`src/rtl/fetch_queue.sv`:
```
// Instruction fetch front-end: issues sequential PCs to a 1-cycle-latency
// instruction memory and buffers the returned {pc, instr} pairs for decode.
module fetch_queue #(
   parameter int PC_W  = 9,
   parameter int INS_W = 32,
   parameter int DEPTH = 4
) (
   input  logic                       clk,
   input  logic                       reset,
   output logic                       imem_req,
   output logic [PC_W-1:0]            imem_addr,
   input  logic [INS_W-1:0]           imem_rdata,
   input  logic                       redirect,
   input  logic [PC_W-1:0]            redirect_pc,
   input  logic                       id_stall,
   output logic                       out_valid,
   output logic [PC_W-1:0]            out_pc,
   output logic [INS_W-1:0]           out_instr,
   output logic [$clog2(DEPTH):0]     occupancy
);

   localparam int AW = $clog2(DEPTH);
   localparam int CW = AW + 1;

   logic [PC_W-1:0]  fetch_pc;
   logic             vld_p1;
   logic [PC_W-1:0]  pc_p1;

   logic [PC_W-1:0]  fifo_pc  [DEPTH];
   logic [INS_W-1:0] fifo_ins [DEPTH];
   logic [AW-1:0]    head;
   logic [AW-1:0]    tail;
   logic [CW-1:0]    count;

   logic [CW:0]      credit;
   logic             issue;
   logic             push;
   logic             pop;

   // Stage p0: credit check counts the outstanding request so the FIFO never overflows
   assign credit    = {1'b0, count} + (CW+1)'(vld_p1);
   assign issue     = !reset && !redirect && (credit < (CW+1)'(DEPTH));
   assign imem_req  = issue;
   assign imem_addr = fetch_pc;

   assign push      = vld_p1 && !redirect && !reset;
   assign out_valid = (count != '0);
   assign pop       = out_valid && !id_stall && !redirect && !reset;

   always_ff @(posedge clk) begin
      if (reset) begin
         fetch_pc <= '0;
         vld_p1   <= 1'b0;
         head     <= '0;
         tail     <= '0;
         count    <= '0;
      end else if (redirect) begin
         fetch_pc <= redirect_pc & ~PC_W'(3);
         vld_p1   <= 1'b0;
         head     <= '0;
         tail     <= '0;
         count    <= '0;
      end else begin
         if (issue)
            fetch_pc <= fetch_pc + PC_W'(4);
         vld_p1 <= issue;
         if (push)
            tail <= tail + AW'(1);
         if (pop)
            head <= head + AW'(1);
         count <= count + CW'(push) - CW'(pop);
      end
   end

   // Stage p1: memory response returns, tagged with the PC captured at issue
   always_ff @(posedge clk) begin
      if (issue)
         pc_p1 <= fetch_pc;
      if (push) begin
         fifo_pc[tail]  <= pc_p1;
         fifo_ins[tail] <= imem_rdata;
      end
   end

   // Stage p2: FIFO head to decode; an empty queue presents a NOP bubble
   assign out_pc    = out_valid ? fifo_pc[head]  : '0;
   assign out_instr = out_valid ? fifo_ins[head] : '0;
   assign occupancy = count;

endmodule
```
`config.mk`:
```
export PLATFORM = sky130hd
export DESIGN_NAME = fetch_queue
export DESIGN_NICKNAME = d
export VERILOG_FILES = /design/src/rtl/fetch_queue.sv
export SDC_FILE = /design/constraint.sdc
export NUM_CORES = 1
export LEC_CHECK = 0
export BUFFER_PORTS_ARGS = -buffer_cell sky130_fd_sc_hd__buf_2
export CAP_MARGIN = 30
export CORE_UTILIZATION = 35
export DETAILED_ROUTE_END_ITERATION = 8
export SLEW_MARGIN = 5
export SYNTH_ARGS = -nofsm -noshare
export SYNTH_HDL_FRONTEND = slang
export SYNTH_SLANG_ARGS = --single-unit
```
`constraint.sdc`:
```
create_clock -name clk -period 6.1 [get_ports clk]
set_input_delay 0.305 -clock clk [delete_from_list [all_inputs] [get_ports clk]]
set_output_delay 0.305 -clock clk [all_outputs]
set_load 0.02 [all_outputs]
```
==> summary.md <==
| Metric | Value |
|---|---|
| Clock Sinks | `180` |
| Power per Cell Area | `between 200 and 300 nW/um2` |
| Share of layout cells above drive strength 1 | `a little under two fifths` |
| DR DRC count | `0` |
| Synth-to-Final Area Change | `20.09%` |
| RR Startpoint | `occupancy[1]$_SDFF_PN0_` |
| Die Width | `~140 um` |
| Final setup fails | `0` |
| Max Clock Skew | `roughly 11 ps` |
| Met2 WL post-DR | `between 6000 and 7000 um` |
| Initial core utilization | `roughly 36%` |
| CP max FO | `11` |
| Post-route setup TNS | `0 ps` |
| Aggregate global-route resource usage | `13.71%` |
| Gpl congestion | `0.7105` |
| H-tree depth | `4` |
| Fin nets | `approximately 510` |
| Via count | `3,525` |
| Total wire length | `between 10,000 and 15,000 um` |
| Largest net degree at the start of global routing | `45` |
| Commonest non-fill, non-tap cells in the layout | `edfxtp_1, buf_2, mux4_2, nor2b_1, clkbuf_16` |
| Worst hold path startpoint | `imem_rdata[19]` |
| Final Max Slew Viols | `0` |
| First-pass GRT wire length | `roughly 20,000 um` |
| HP Class | `in2reg` |
| Vias in the first global route | `approximately 3,700` |
| Placed Cells | `~700` |
| Peak VDD IR | `about 0.18 mV` |
| Worst path arrival time | `around 2500 ps` |
| Initial antenna violation count | `0` |
| Overall power | `about 2.5 mW` |
| CTS root buf | `clkbuf_16` |
| Synth Area per Inst | `19.61 um2` |
| Worst setup path start | `occupancy[2]$_SDFF_PN0_` |
| Post-CTS sizing | `0` |
| Commonest non-fill, non-tap cell in the layout | `edfxtp_1` |
| Mapped Cells | `358` |
| Layout fillers | `~1,800` |
| Crit. End Element | `output port` |
| Final Non-Filler Cells | `between 700 and 800` |
| Final Cycle Share | `a little under half` |
| Final Critical Period | `2797 ps` |
| CTS buffer count | `17` |
| DR WL/cell | `between 15 and 20 um` |
| Design area | `8429 um2` |
| PortBufs | `just over 90` |
| DR iter-0 viols | `between 150 and 200` |
| Postcts setup bufs | `0` |
| Leakage | `around 2.9 nW` |
| Core area | `just under 20,000 um2` |
| Unrepaired setup endpoints after global routing | `false` |
| Clk pin slew, worst setup/hold paths | `around 60 ps` |
| Outcome | `finished, final reports clean` |
| Io pins | `100` |
| Placed cell area | `between 7000 and 8000 um2` |
| Diodes inserted | `0` |
| Actual slew at the worst max-slew pin | `around 840 ps` |
| Worst setup SP type | `flip-flop` |
| Worst hold margin | `~97 ps` |
| Hold_buf cts | `0` |
| Top_reg_cell synth | `edfxtp_1` |
| 1st-pass router iterations | `4` |
| CP max-delay cell | `mux2i_1` |
| Synth async-reset ratio | `0%` |
| Buffer depth of the longest clock path | `2` |
| Top sig layer | `met4` |
| Final hold viol count | `0` |
| Achievable Freq | `around 360 MHz` |
| Metal-1 WL | `between 5000 and 6000 um` |
| Max-slew headroom | `between 40% and 50%` |
| Slowest cell delay on critical path | `between 600 and 700 ps` |
| Antenna viol nets, final | `0` |
| Place WS | `3666 ps` |
| Crit path required time | `5790 ps` |
| Synth Warn # | `0` |
| Mapped Area | `7019 um2` |
| Max cap viols | `0` |
| Yosys cell types | `between 40 and 50` |
| Clock Latency Late Sink | `between 400 and 500 ps` |
| Routed wl met3 | `a little under 600 um` |
| Sequential fraction of the synthesis area | `74.58%` |
| Row count | `between 50 and 60` |
| Average vias per placed instance | `between 4 and 5` |
| Die Span Y | `roughly 140 um` |
| Yosys reg bits | `180` |
| Crit-path cells | `ha_1 -> and4b_1 -> mux2i_1 -> nor2_1 -> buf_2` |
| Post-layout util | `between 40 and 50%` |
| EDFF count, synth | `163` |
| Final HPWL DP | `between 7000 and 8000 um` |
| Die area | `roughly 21,000 um2` |
| CTS tree | `done` |
| Grt total ovfl | `0` |
| Crit Path Category | `reg2out` |
| Final worst slack | `between 3000 and 4000 ps` |
synth_stat cells, types with 2 or more instances:
master,number,area (um2)
nor2b_1,39,244.0
buf_2,4,20.02
nand2_1,6,22.52
and3_1,4,25.02
ha_1,8,100.1
inv_1,7,26.28
nor3_1,2,10.01
mux2i_1,2,20.02
and4_1,2,17.52
dfxtp_1,17,340.3
clkbuf_1,9,33.78
nor2_1,10,37.54
o211ai_1,2,15.01
or3_1,4,25.02
edfxtp_1,163,4895
and2_1,3,18.77
a311oi_1,2,17.52
o21ai_1,2,10.01
mux4_2,39,878.3
o21ai_0,2,10.01
xnor2_1,3,26.28
a21oi_1,2,10.01
buf_4,6,45.04
nand3_1,2,10.01
routing by layer:
| metal | vias up | GRT usage, % |
|---|---|---|
| li1 | 1602 | - |
| met1 | 1818 | 17.70 |
| met2 | 88 | 21.87 |
| met3 | 17 | 3.332 |
| met4 | 0 | 6.215 |
| met5 | - | 0 |
cell type report:
class                           instances  area [um2]  area share (%)
Clock buffer                           28       560.5           6.650
Clock inverter                          4       28.78          0.3414
Inverter                                8       30.03          0.3562
Multi-Input combinational cell        153        1665           19.76
Sequential cell                       180        5240           62.16
Tap cell                              265       331.6           3.934
Timing Repair Buffer                   99       573.1           6.798
cell families (layout without fill, tap and decap cells):
logic type	Yosys count	in the layout	share of synthesized area [%]
AOI/OAI and AO/OA	16	16	1.711
xor gates and xnor gates	4	4	0.4992
adders and majority gates	9	9	1.711
buffers and inverters	28	139	1.996
DFF	180	180	74.58
muxes	42	42	12.96
other	1	4	0.05342
and+or+nand+nor	78	78	6.489
power by group:
group	switching, mW	internal (mW)
clock	0.431	0.630
sequential	0.0110	1.36
combinational	0.0436	0.0291
total	0.486	2.02
state kept, by name (all words and copies together) (netlist names), named ones only:
signal	cells
fifo_ins	128
vld_p1	1
occupancy	3
pc_p1	7
head	2
tail	2
fifo_pc	28
imem_addr	7
path summary, 6_finish.rpt:
path | end | slack (ps) | cells past startpoint
setup / recovery | imem_req | 3300 | 5
hold / removal | fifo_ins[3][19]$_DFFE_PP_ | 100 | 1
setup reg to reg | occupancy[2]$_SDFF_PN0_ | 3690 | 9
hold reg to reg | pc_p1[8]$_DFFE_PP_ | 500 | 0
worst max-delay path: cells and delay by family, from the launching register on:
family	cells	cell delay (ps)
mux	1	620
simple gates	2	550
flops	1	440
buf+inv	1	260
fa+ha+maj	1	200
(Power assumes the default switching activity.)
